<file path="src/rtl/tmds_decoder_dvi.sv">
// TMDS decoder for one DVI channel: input word register, control-token
// detection and 8b data decode, plus a word-alignment state machine that
// drives bitslip requests to the deserializer until control tokens line up.
//
// state   | meaning
// --------+---------------------------------------------------------------
// SEARCH  | counting consecutive tokens; timeout forces a bitslip
// SLIP    | one-cycle bitslip pulse, slip counter advances
// WAIT    | deserializer settle time, incoming words ignored
// LOCKED  | aligned; data enable recovered; drop out if tokens stop
module tmds_decoder_dvi #(
  parameter int C_LOCK_TOKENS   = 64,
  parameter int C_SEARCH_CYCLES = 8192,
  parameter int C_SLIP_WAIT     = 4
) (
  input  logic       i_clk,
  input  logic       i_rst,
  input  logic [9:0] i_tmds,
  output logic       o_bitslip,
  output logic       o_aligned,
  output logic       o_de,
  output logic [7:0] o_data,
  output logic [1:0] o_ctrl,
  output logic [3:0] o_slip_cnt
);

  localparam int RUN_W = $clog2(C_LOCK_TOKENS) + 1;
  localparam int TO_W  = $clog2(C_SEARCH_CYCLES) + 1;
  localparam int WT_W  = $clog2(C_SLIP_WAIT) + 1;

  localparam logic [RUN_W-1:0] RUN_LOCK = RUN_W'(C_LOCK_TOKENS);
  localparam logic [TO_W-1:0]  TO_LAST  = TO_W'(C_SEARCH_CYCLES - 1);
  localparam logic [WT_W-1:0]  WT_LAST  = WT_W'(C_SLIP_WAIT - 1);

  typedef enum logic [1:0] {
    ST_SEARCH,
    ST_SLIP,
    ST_WAIT,
    ST_LOCKED
  } state_t;

  state_t           state_q, state_d;
  logic [RUN_W-1:0] run_q, run_d;
  logic [TO_W-1:0]  to_q, to_d;
  logic [WT_W-1:0]  wt_q, wt_d;
  logic [3:0]       slip_q, slip_d;

  logic [9:0] tmds_q;
  logic       tok_hit;
  logic [1:0] tok_val;
  logic [7:0] d_word;
  logic [7:0] x_word;
  logic [7:0] dec_word;

  logic       tok_q;
  logic       de_raw_q;
  logic [7:0] data_q;
  logic [1:0] ctrl_q;

  // Stage 1: capture the raw deserializer word.
  always_ff @(posedge i_clk or posedge i_rst) begin
    if (i_rst) tmds_q <= '0;
    else       tmds_q <= i_tmds;
  end

  // Control-token recognition on the registered word.
  always_comb begin
    tok_hit = 1'b1;
    tok_val = 2'b00;
    case (tmds_q)
      10'b1101010100: tok_val = 2'b00;
      10'b0010101011: tok_val = 2'b01;
      10'b0101010100: tok_val = 2'b10;
      10'b1010101011: tok_val = 2'b11;
      default:        tok_hit = 1'b0;
    endcase
  end

  // Data decode: undo the optional inversion, then the XOR/XNOR chain.
  always_comb begin
    d_word   = tmds_q[9] ? ~tmds_q[7:0] : tmds_q[7:0];
    x_word   = d_word ^ {d_word[6:0], 1'b0};
    dec_word = tmds_q[8] ? {x_word[7:1], d_word[0]} : {~x_word[7:1], d_word[0]};
  end

  // Stage 2: decoded word; control bits only update on tokens.
  always_ff @(posedge i_clk or posedge i_rst) begin
    if (i_rst) begin
      tok_q    <= 1'b0;
      de_raw_q <= 1'b0;
      data_q   <= '0;
      ctrl_q   <= '0;
    end else begin
      tok_q    <= tok_hit;
      de_raw_q <= ~tok_hit;
      data_q   <= tok_hit ? 8'h00 : dec_word;
      if (tok_hit) ctrl_q <= tok_val;
    end
  end

  // Alignment state and counter registers.
  always_ff @(posedge i_clk or posedge i_rst) begin
    if (i_rst) begin
      state_q <= ST_SEARCH;
      run_q   <= '0;
      to_q    <= '0;
      wt_q    <= '0;
      slip_q  <= '0;
    end else begin
      state_q <= state_d;
      run_q   <= run_d;
      to_q    <= to_d;
      wt_q    <= wt_d;
      slip_q  <= slip_d;
    end
  end

  // Next-state and counter logic; counters saturate rather than wrap.
  always_comb begin
    state_d = state_q;
    run_d   = run_q;
    to_d    = to_q;
    wt_d    = wt_q;
    slip_d  = slip_q;
    case (state_q)
      ST_SEARCH: begin
        if (tok_q) run_d = (run_q == '1) ? run_q : run_q + 1'b1;
        else       run_d = '0;
        to_d = (to_q == '1) ? to_q : to_q + 1'b1;
        // Lock is checked first so it wins a same-cycle timeout.
        if (run_q >= RUN_LOCK) begin
          state_d = ST_LOCKED;
          run_d   = '0;
          to_d    = '0;
        end else if (to_q >= TO_LAST) begin
          state_d = ST_SLIP;
          run_d   = '0;
          to_d    = '0;
        end
      end
      ST_SLIP: begin
        slip_d  = (slip_q == 4'd9) ? 4'd0 : slip_q + 4'd1;
        wt_d    = '0;
        state_d = ST_WAIT;
      end
      ST_WAIT: begin
        if (wt_q >= WT_LAST) begin
          state_d = ST_SEARCH;
          run_d   = '0;
          to_d    = '0;
          wt_d    = '0;
        end else begin
          wt_d = (wt_q == '1) ? wt_q : wt_q + 1'b1;
        end
      end
      ST_LOCKED: begin
        if (tok_q) begin
          to_d = '0;
        end else if (to_q >= TO_LAST) begin
          state_d = ST_SEARCH;
          to_d    = '0;
          run_d   = '0;
        end else begin
          to_d = (to_q == '1) ? to_q : to_q + 1'b1;
        end
      end
      default: state_d = ST_SEARCH;
    endcase
  end

  // Output gating: nothing leaves as pixel data unless aligned.
  always_comb begin
    o_bitslip  = (state_q == ST_SLIP);
    o_aligned  = (state_q == ST_LOCKED);
    o_de       = de_raw_q & o_aligned;
    o_data     = o_aligned ? data_q : 8'h00;
    o_ctrl     = ctrl_q;
    o_slip_cnt = slip_q;
  end

endmodule
</file>
<file path="config.mk">
export PLATFORM = sky130hd
export DESIGN_NAME = tmds_decoder_dvi
export DESIGN_NICKNAME = d
export VERILOG_FILES = /design/src/rtl/tmds_decoder_dvi.sv
export SDC_FILE = /design/constraint.sdc
export NUM_CORES = 1
export LEC_CHECK = 0
export BUFFER_PORTS_ARGS = -buffer_cell sky130_fd_sc_hd__buf_2
export CORE_MARGIN = 3
export CORE_UTILIZATION = 40
export CTS_CLUSTER_SIZE = 16
export DETAILED_ROUTE_END_ITERATION = 10
export PLACE_DENSITY = 0.62
export SLEW_MARGIN = 20
export SYNTH_ARGS = -nofsm -noshare
export SYNTH_HDL_FRONTEND = slang
export SYNTH_SLANG_ARGS = --single-unit
export TNS_END_PERCENT = 30
</file>
<file path="constraint.sdc">
create_clock -name i_clk -period 5.7 [get_ports i_clk]
set_input_delay 1.14 -clock i_clk [delete_from_list [all_inputs] [get_ports i_clk]]
set_output_delay 1.14 -clock i_clk [all_outputs]
set_load 0.005 [all_outputs]
</file>
==> results of run 1 <==
==> layer usage <==
layer  GRT usage, %  share of wire, %  wire [um]  up-vias
met5              0                 0          0        -
met4           4.12               1.3         59        0
met3           3.39               3.2        152        4
met2           22.1                48       2280       28
met1           16.7                47       2220      929
li1               -                 -          -      974
==> per-stage QoR <==
stage	worst slack, ps	hold WS (ps)
global route	2840	543
CTS	2980	499
detailed placement	3330	465
floorplan	3300	470
finish	3000	495
global placement	3380	481
==> final cells by class <==
| cell class | instances | share of cell area [%] |
|---|---|---|
| Tap cell | 77 | 3.24 |
| Clock buffer | 5 | 2.32 |
| Clock inverter | 3 | 0.969 |
| Timing Repair Buffer | 28 | 4.72 |
| Inverter | 15 | 1.94 |
| Multi-Input combinational cell | 186 | 43.0 |
| Sequential cell | 52 | 43.8 |
==> how the worst max path moves through the flow <==
stage	endpoint	depth (start not counted)	startpoint	slack, ps
5_1_grt	o_data[2]	3	state_q[1]	2840
2_1_floorplan	data_q[0]	1	i_rst	3300
3_3_place_gp	o_data[3]	3	state_q[0]	3380
4_1_cts	o_data[1]	3	state_q[1]	2980
6_report	o_data[1]	3	state_q[1]	3000
3_5_place_dp	o_data[1]	3	state_q[0]	3330
==> cells by family after synthesis <==
family / after synthesis / share of synthesized area, %
AO/OA/AOI/OAI: 54 / 13.8
XOR/XNOR: 20 / 6.49
adder cells (fa/ha/maj): 9 / 4.17
buffers and inverters: 22 / 4.41
flip-flops: 52 / 48.2
multiplexers: 3 / 1.11
AND/OR/NAND/NOR: 100 / 21.8
==> worst max-delay path: stages, from the launching register on <==
cell	delay (ps)
dfrtp_1	430
ha_1	500
and2_1	200
buf_2	110
==> power breakdown <==
part | internal (mW) | switching, mW
sequential | 0.382 | 0.00759
combinational | 0.0140 | 0.0159
clock | 0.0929 | 0.134
total | 0.489 | 0.157
==> state kept, by name, summed over array words and instances (netlist names) <==
register and flops:
o_slip_cnt 4, tok_q 1, data_q 8, state_q 2
tmds_q 10, o_ctrl 2, to_q 14, wt_q 3
de_raw_q 1, run_q 7
==> cell usage in the layout, fill, tap and decap left out, drive strengths merged, types with 5 or more instances in the layout <==
cell    instances
a21oi          10
and2           12
buf            28
clkbuf          5
dfrtp          52
ha              9
inv            17
nand2          20
nand3          10
nand4           5
nor2           19
nor3           10
o21ai          18
xnor2          15
xor2            5
==> results.toml, run 1 <==
[setup_path]
start_kind = "flop"
reg2reg_depth = 7
arrival_ps = 1560
critical_path_class = "flop to primary output"
end_kind = "primary output"
cp.required_ps = 4560
r2r-end = "run_q[6]"
r2r_setup_slack_ps = 3490
critPathMaxFanout = 19
crit-reg2reg-launch = "state_q[0]"

[yosys]
async_flop_share_pct = 100
syn_nets = 281
synth-seq-cells = 52
synthCells = 260
synthesis.area_um2 = 2700
ys_seq_area_share_pct = 48.2
ys_warn_count = 0
yosys_most_used_dff = "dfrtp_1"
ys_top_cells_by_count = "dfrtp_1 (52), nand2_1 (19), nor2_1 (17), o21ai_0 (17)"
synthMostInstantiatedCell = "dfrtp_1"
synth_largest_area_cell = "dfrtp_1"
synth_edf_count = 0
avgSynthCellArea_um2 = 10.4
synthTopCellsByArea = "dfrtp_1 (48%), xnor2_1 (4.9%), ha_1 (4.2%), o21ai_0 (3.2%), and2_1 (2.8%)"
synth.distinct_cells = 55
synth_top_cell_area_share_pct = 48.2

[status]
status = "finished clean"

[cells_and_area]
seq_area_um2 = 1300
layout.nets = 309
final_cell_area_um2 = 2970
n_fill_cell = 615
area_growth_pct = 10.1
utilization_pct = 46.0
antenna_cells = 0
multi_input_area_um2 = 1280
fin_cells = 366
layout-drive-gt1-share_pct = 18.7

[clock_network]
tritoncts = "done"
holdBufCountCts = 0
ctsResizeCount = 0
path_clk_slew_ps = 100
cts_setup_buffers = 0
cts_root_buf = "clkbuf_8"
insertion_delay_ps = 310
max-clock-path-buffers = 2
cts_inserted_buffers = 5
clkSinkCount = 52
htree_levels = 2

[flow_run]
drv_cap = 0

[power]
irDropWorstVdd_mv = 0.136
p_leak_nw = 1.38
powerDensity_nw_per_um2 = 218
power_uw = 646

[timing]
setup_viol = 0
slew_violations = 0
period_minus_slack_ps = 2700
worstMarginPinSlew_ps = 878
rsz0062_at_grt = "no"
period_share_pct = 47.3
max_slew_margin_pct = 41.4
finalSetupTns_ps = 0
clock-skew-final_ps = 4.71
hold_viol_final = 0
max_freq_mhz = 371

[min_path]
min_to = "o_ctrl[0]"
whs_path_depth = 2
hp-class = "flop to flop"
min-delay-start = "o_ctrl[0]"

[placement]
port-buffer-count = 28
placed_cell_area_um2 = 2870
gp_congestion = 0.842
dpl.cell_count = 358
dp_hpwl_um = 3350

[floorplan]
die_w_um = 88.1
dieArea_um2 = 7770
core_area_um2 = 6460
initial_core_util_pct = 41.8
die_h_um = 88.1
rows = 29
num_io_pins = 29

[global_routing]
overflow = 0
grt_max_degree = 53
grt_pass1_wl_um = 8020
grt.total_usage_pct = 13.2
grt_pass1_vias = 1802
antenna_found_initial = 0

[route]
vias_per_cell = 5.29
ant_nets = 0
drt-initial-drc-count = 92
first_pass_iters = 4
wire_per_inst_um = 12.9
drcViolationCount = 0
routed_wl_um = 4710
vias = 1935
Note: power is estimated with default switching activity, not from simulation.
==> run 2: changes to the inputs <==
- ABC_AREA: default -> 1
- clock period: 5.7 -> 2.7 ns (I/O delays scaled with it)
==> run 2 against run 1 <==
  * Worst hold slack worse by 300 ps
  * Via count up 9.9%
  * Critical endpoint is now o_data[2]
  * Highest routed layer unchanged
  * Critical path type unchanged
  * Sequential share of layout area down 1.6 points
  * Largest power group unchanged
==> results.toml, run 2 <==
[setup_path]
cp.required_ps = 2160
start_kind = "flop"
critPathMaxFanout = 14
crit-reg2reg-launch = "state_q[0]"
arrival_ps = 1500
critical_path_class = "flop to primary output"
end_kind = "primary output"
crit_path_start = "state_q[0]"

[clock_network]
htree_levels = 2
tritoncts = "done"
holdBufCountCts = 0
clkSinkCount = 52
cts_inserted_buffers = 5
cts_root_buf = "clkbuf_8"
ctsResizeCount = 0
path_clk_slew_ps = 100
max-clock-path-buffers = 2
cts_setup_buffers = 0
insertion_delay_ps = 300

[placement]
placed_cell_area_um2 = 2980
dp_hpwl_um = 3860
port-buffer-count = 28
gp_congestion = 0.851
dpl.cell_count = 449
dp_slack_ps = 856

[cells_and_area]
fin_cells = 457
utilization_pct = 47.4
largest_register_ffs = 14
reg_top3 = "to_q: 14 flops, tmds_q: 10 flops, data_q: 8 flops"
layout.nets = 400
n_fill_cell = 630
largest-register = "to_q"
antenna_cells = 0
final_cell_area_um2 = 3080
layout-drive-gt1-share_pct = 16.1
mostFrequentLayoutCells = "nand2_1 (91), inv_1 (56), dfrtp_1 (52)"
area_growth_pct = 12.1
final_common_cell = "nand2_1"

[global_routing]
grt_max_degree = 21
grt_pass1_wl_um = 8790
overflow = 0
grt_pass1_vias = 2095
antenna_found_initial = 0
grt.total_usage_pct = 14.0

[min_path]
hp-class = "primary input to asynchronous set/reset pin"

[timing]
finalWorstSetupSlack_ps = 659
finalSetupTns_ps = 0
clock-skew-final_ps = 9.38
rsz0062_at_grt = "no"
max_slew_margin_pct = 66.2
fin_hold_ws_ps = 195
hold_viol_final = 0
period_minus_slack_ps = 2040
max_freq_mhz = 490
slew_violations = 0
worstMarginPinSlew_ps = 506
period_share_pct = 75.6
setup_viol = 0

[route]
routed_wl_um = 4970
ant_nets = 0
drcViolationCount = 0
drt-initial-drc-count = 121
vias = 2126
wire_per_inst_um = 10.9
vias_per_cell = 4.65
first_pass_iters = 4

[floorplan]
initial_core_util_pct = 42.3
die_h_um = 88.9
core_area_um2 = 6490
dieArea_um2 = 7900
num_io_pins = 29
die_w_um = 88.9
rows = 29

[yosys]
avgSynthCellArea_um2 = 7.97
synthMostInstantiatedCell = "nand2_1"
yosys_most_used_dff = "dfrtp_1"
synth-seq-cells = 52
synth_largest_area_cell = "dfrtp_1"
synthCells = 345
ys_seq_area_share_pct = 47.3
ys_top_cells_by_count = "nand2_1 (91), inv_1 (57), dfrtp_1 (52)"
syn_nets = 366
synth_edf_count = 0
synth.distinct_cells = 32
synthTopCellsByArea = "dfrtp_1 (47%), nand2_1 (12%), inv_1 (7.8%), nor2_1 (6.0%), ha_1 (4.1%)"
ys_warn_count = 0
synthesis.area_um2 = 2750
async_flop_share_pct = 100
synth_top_cell_area_share_pct = 47.3

[status]
status = "finished clean"

[flow_run]
drv_cap = 0

[power]
p_leak_nw = 1.65
irDropWorstVdd_mv = 0.270
powerDensity_nw_per_um2 = 441
power_mw = 1.36
## run 2: area by class of cell
class	instances	area, um2	area share [%]
sequential	52	1300	42.2
multi-input combinational	230	1200	38.9
inverter	60	230	7.47
timing repair buffer	30	155	5.04
tap	77	96.3	3.13
clock buffer	6	82.6	2.68
clock inverter	2	17.5	0.569
## run 2: critical path: stages, from the launching register on
cell and delay [ps]:
dfrtp_1 410, ha_1 500, nand2_1 120, inv_1 70
buf_2 110
## run 2: layer usage
metal | routed length, um | up-vias | GRT usage (%)
met5 | 0 | - | 0
met4 | 45 | 0 | 4.26
met3 | 140 | 4 | 2.86
met2 | 2490 | 26 | 25.0
met1 | 2300 | 974 | 17.1
li1 | - | 1122 | -
## run 2: cell families (layout without fill, tap and decap cells)
group	Yosys count	count (layout)	share of synthesized area, %
buffers and inverters	63	98	9.10
DFF	52	52	47.3
muxes	1	1	0.364
xor gates and xnor gates	14	14	4.46
adders and majority gates	9	9	4.10
AOI/OAI and AO/OA	17	17	3.64
and+or+nand+nor	189	189	31.0
## run 2: path summary, 6_finish.rpt
check | to | slack [ps] | cells after the start
setup / recovery | o_data[2] | 660 | 4
hold / removal | to_q[1] | 190 | 2
setup reg to reg | to_q[0] | 860 | 6
hold reg to reg | o_ctrl[0] | 490 | 2
max in group asynchronous | state_q[1] | 1920 | 3
min in group i_clk | tmds_q[0] | 340 | 1
## run 2: power by group
| part | leakage (nW) | total [mW] | internal [mW] | switching [mW] |
|---|---|---|---|---|
| registers | 0.665 | 0.818 | 0.805 | 0.0129 |
| clock network | 0.0522 | 0.478 | 0.215 | 0.263 |
| logic | 0.933 | 0.0626 | 0.0263 | 0.0363 |
==> run 3: changes to the inputs <==
- clock period: 2.7 -> 2 ns (I/O delays scaled with it)
==> run 3 against run 2 <==
  * Die area is the same
  * Register-to-register slack got worse by 680 ps
  * Total power increased by 34%
  * Largest power group unchanged
==> results.toml, run 3 (same netlist as run 2, synthesis figures left out) <==
[placement]
dp_hpwl_um = 3780
gp_congestion = 0.810
port-buffer-count = 28
dpl.cell_count = 450

[cells_and_area]
layout.nets = 401
mostFrequentLayoutCells = "nand2_1 (91), inv_1 (56), dfrtp_1 (52)"
largest_register_ffs = 14
reg_top3 = "to_q: 14 flops, tmds_q: 10 flops, data_q: 8 flops"
area_growth_pct = 12.1
antenna_cells = 0
layout-drive-gt1-share_pct = 16.3
largest-register = "to_q"
utilization_pct = 47.4
n_fill_cell = 643
final_common_cell = "nand2_1"
fin_cells = 458

[clock_network]
tritoncts = "done"
cts_root_buf = "clkbuf_8"
holdBufCountCts = 0
cts_setup_buffers = 0
path_clk_slew_ps = 100
insertion_delay_ps = 310
ctsResizeCount = 0
htree_levels = 2
clkSinkCount = 52
cts_inserted_buffers = 5
max-clock-path-buffers = 2

[route]
drcViolationCount = 0
vias_per_cell = 4.71
vias = 2157
wire_per_inst_um = 10.7
ant_nets = 0
drt-initial-drc-count = 89
routed_wl_um = 4920
first_pass_iters = 4

[timing]
clock-skew-final_ps = 12.3
setup_viol = 0
max_freq_mhz = 548
rsz0062_at_grt = "no"
fin_hold_ws_ps = 75.9
period_share_pct = 91.2
period_minus_slack_ps = 1820
finalSetupTns_ps = 0
slew_violations = 0
worstMarginPinSlew_ps = 447
hold_viol_final = 0
max_slew_margin_pct = 70.1

[setup_path]
path_buf_inv = 3
critical_path_class = "flop to primary output"
cp.required_ps = 1600
critPathMaxFanout = 11
critPathTopFamily = "flip-flops"
start_kind = "flop"
end_kind = "primary output"
arrival_ps = 1420
crit_chain = "ha_1, buf_4, nand2_1, inv_1, buf_2"
max_stage_delay_ps = 420
critPathSlowestCell = "dfrtp_1"

[power]
switchingPower_uw = 439
powerDensity_nw_per_um2 = 590
switching_share_pct = 24.2
power_frac_seq_pct = 60.8
irDropWorstVdd_mv = 0.496
intPower_mw = 1.38
p_clk_share_pct = 34.7
p_leak_nw = 1.65
p_comb_share_pct = 4.6

[floorplan]
dieArea_um2 = 7900
die_h_um = 88.9
rows = 29
num_io_pins = 29
initial_core_util_pct = 42.3
die_w_um = 88.9
core_area_um2 = 6490

[global_routing]
grt_pass1_vias = 1938
grt_max_degree = 23
grt.total_usage_pct = 14.0
overflow = 0
grt_pass1_wl_um = 8650
antenna_found_initial = 0

[status]
status = "finished clean"

[flow_run]
drv_cap = 0

[min_path]
hp-class = "primary input to asynchronous set/reset pin"
-- run 3: changes by cell type in the layout (fill, tap and decap cells not counted) --
cell / change
buf_4: +1
clkbuf_8: -1
clkinvlp_4: +1
-- run 3: cell type report --
type / instances / area [um2] / share of cell area, %
clock inverter: 3 / 25.0 / 0.812
clock buffer: 5 / 68.8 / 2.23
sequential: 52 / 1300 / 42.2
timing repair buffer: 31 / 163 / 5.28
multi-input combinational: 230 / 1200 / 38.9
tap: 77 / 96.3 / 3.13
inverter: 60 / 230 / 7.47
-- run 3: path summary, 6_finish.rpt --
check	from	end	slack [ps]	cells past startpoint
hold / removal	i_rst	data_q[1]	80	2
setup / recovery	state_q[0]	o_data[3]	180	5
min in group i_clk	i_tmds[0]	tmds_q[0]	190	1
max in group asynchronous	i_rst	state_q[1]	1340	3
hold reg to reg	o_ctrl[0]	o_ctrl[0]	480	2
setup reg to reg	wt_q[0]	to_q[12]	180	9
-- run 3: worst reg2reg max path, delay by kind of cell, from the launching register on --
| family | cells | cell delay, ps |
|---|---|---|
| adders and majority gates | 2 | 390 |
| and+or+nand+nor | 4 | 680 |
| DFF | 1 | 410 |
| buffers and inverters | 3 | 280 |
-- run 3: power by group through the flow --
stage / clock network, mW / logic (mW) / registers, mW
final: 0.630 / 0.0830 / 1.10
after CTS: 0.663 / 0.0867 / 1.11
after floorplan: 0 / 0.0599 / 1.12
after global placement: 0 / 0.0849 / 1.12
after detailed placement: 0 / 0.0865 / 1.13
after global routing: 0.717 / 0.0988 / 1.11
-- run 3: layer usage --
| layer | vias to the layer above | GRT usage (%) | share of wire [%] |
|---|---|---|---|
| li1 | 1135 | - | - |
| met1 | 987 | 18.2 | 48 |
| met2 | 30 | 23.2 | 47 |
| met3 | 5 | 3.78 | 3.8 |
| met4 | 0 | 3.30 | 0.89 |
| met5 | - | 0 | 0 |
-- run 3: through the flow --
stage	setup WS [ps]	total power, mW	instance area, um2
floorplan	342	1.18	2750
global placement	232	1.21	2990
detailed placement	185	1.21	2990
CTS	152	1.86	3080
global route	5.46	1.92	3080
finish	177	1.82	3080
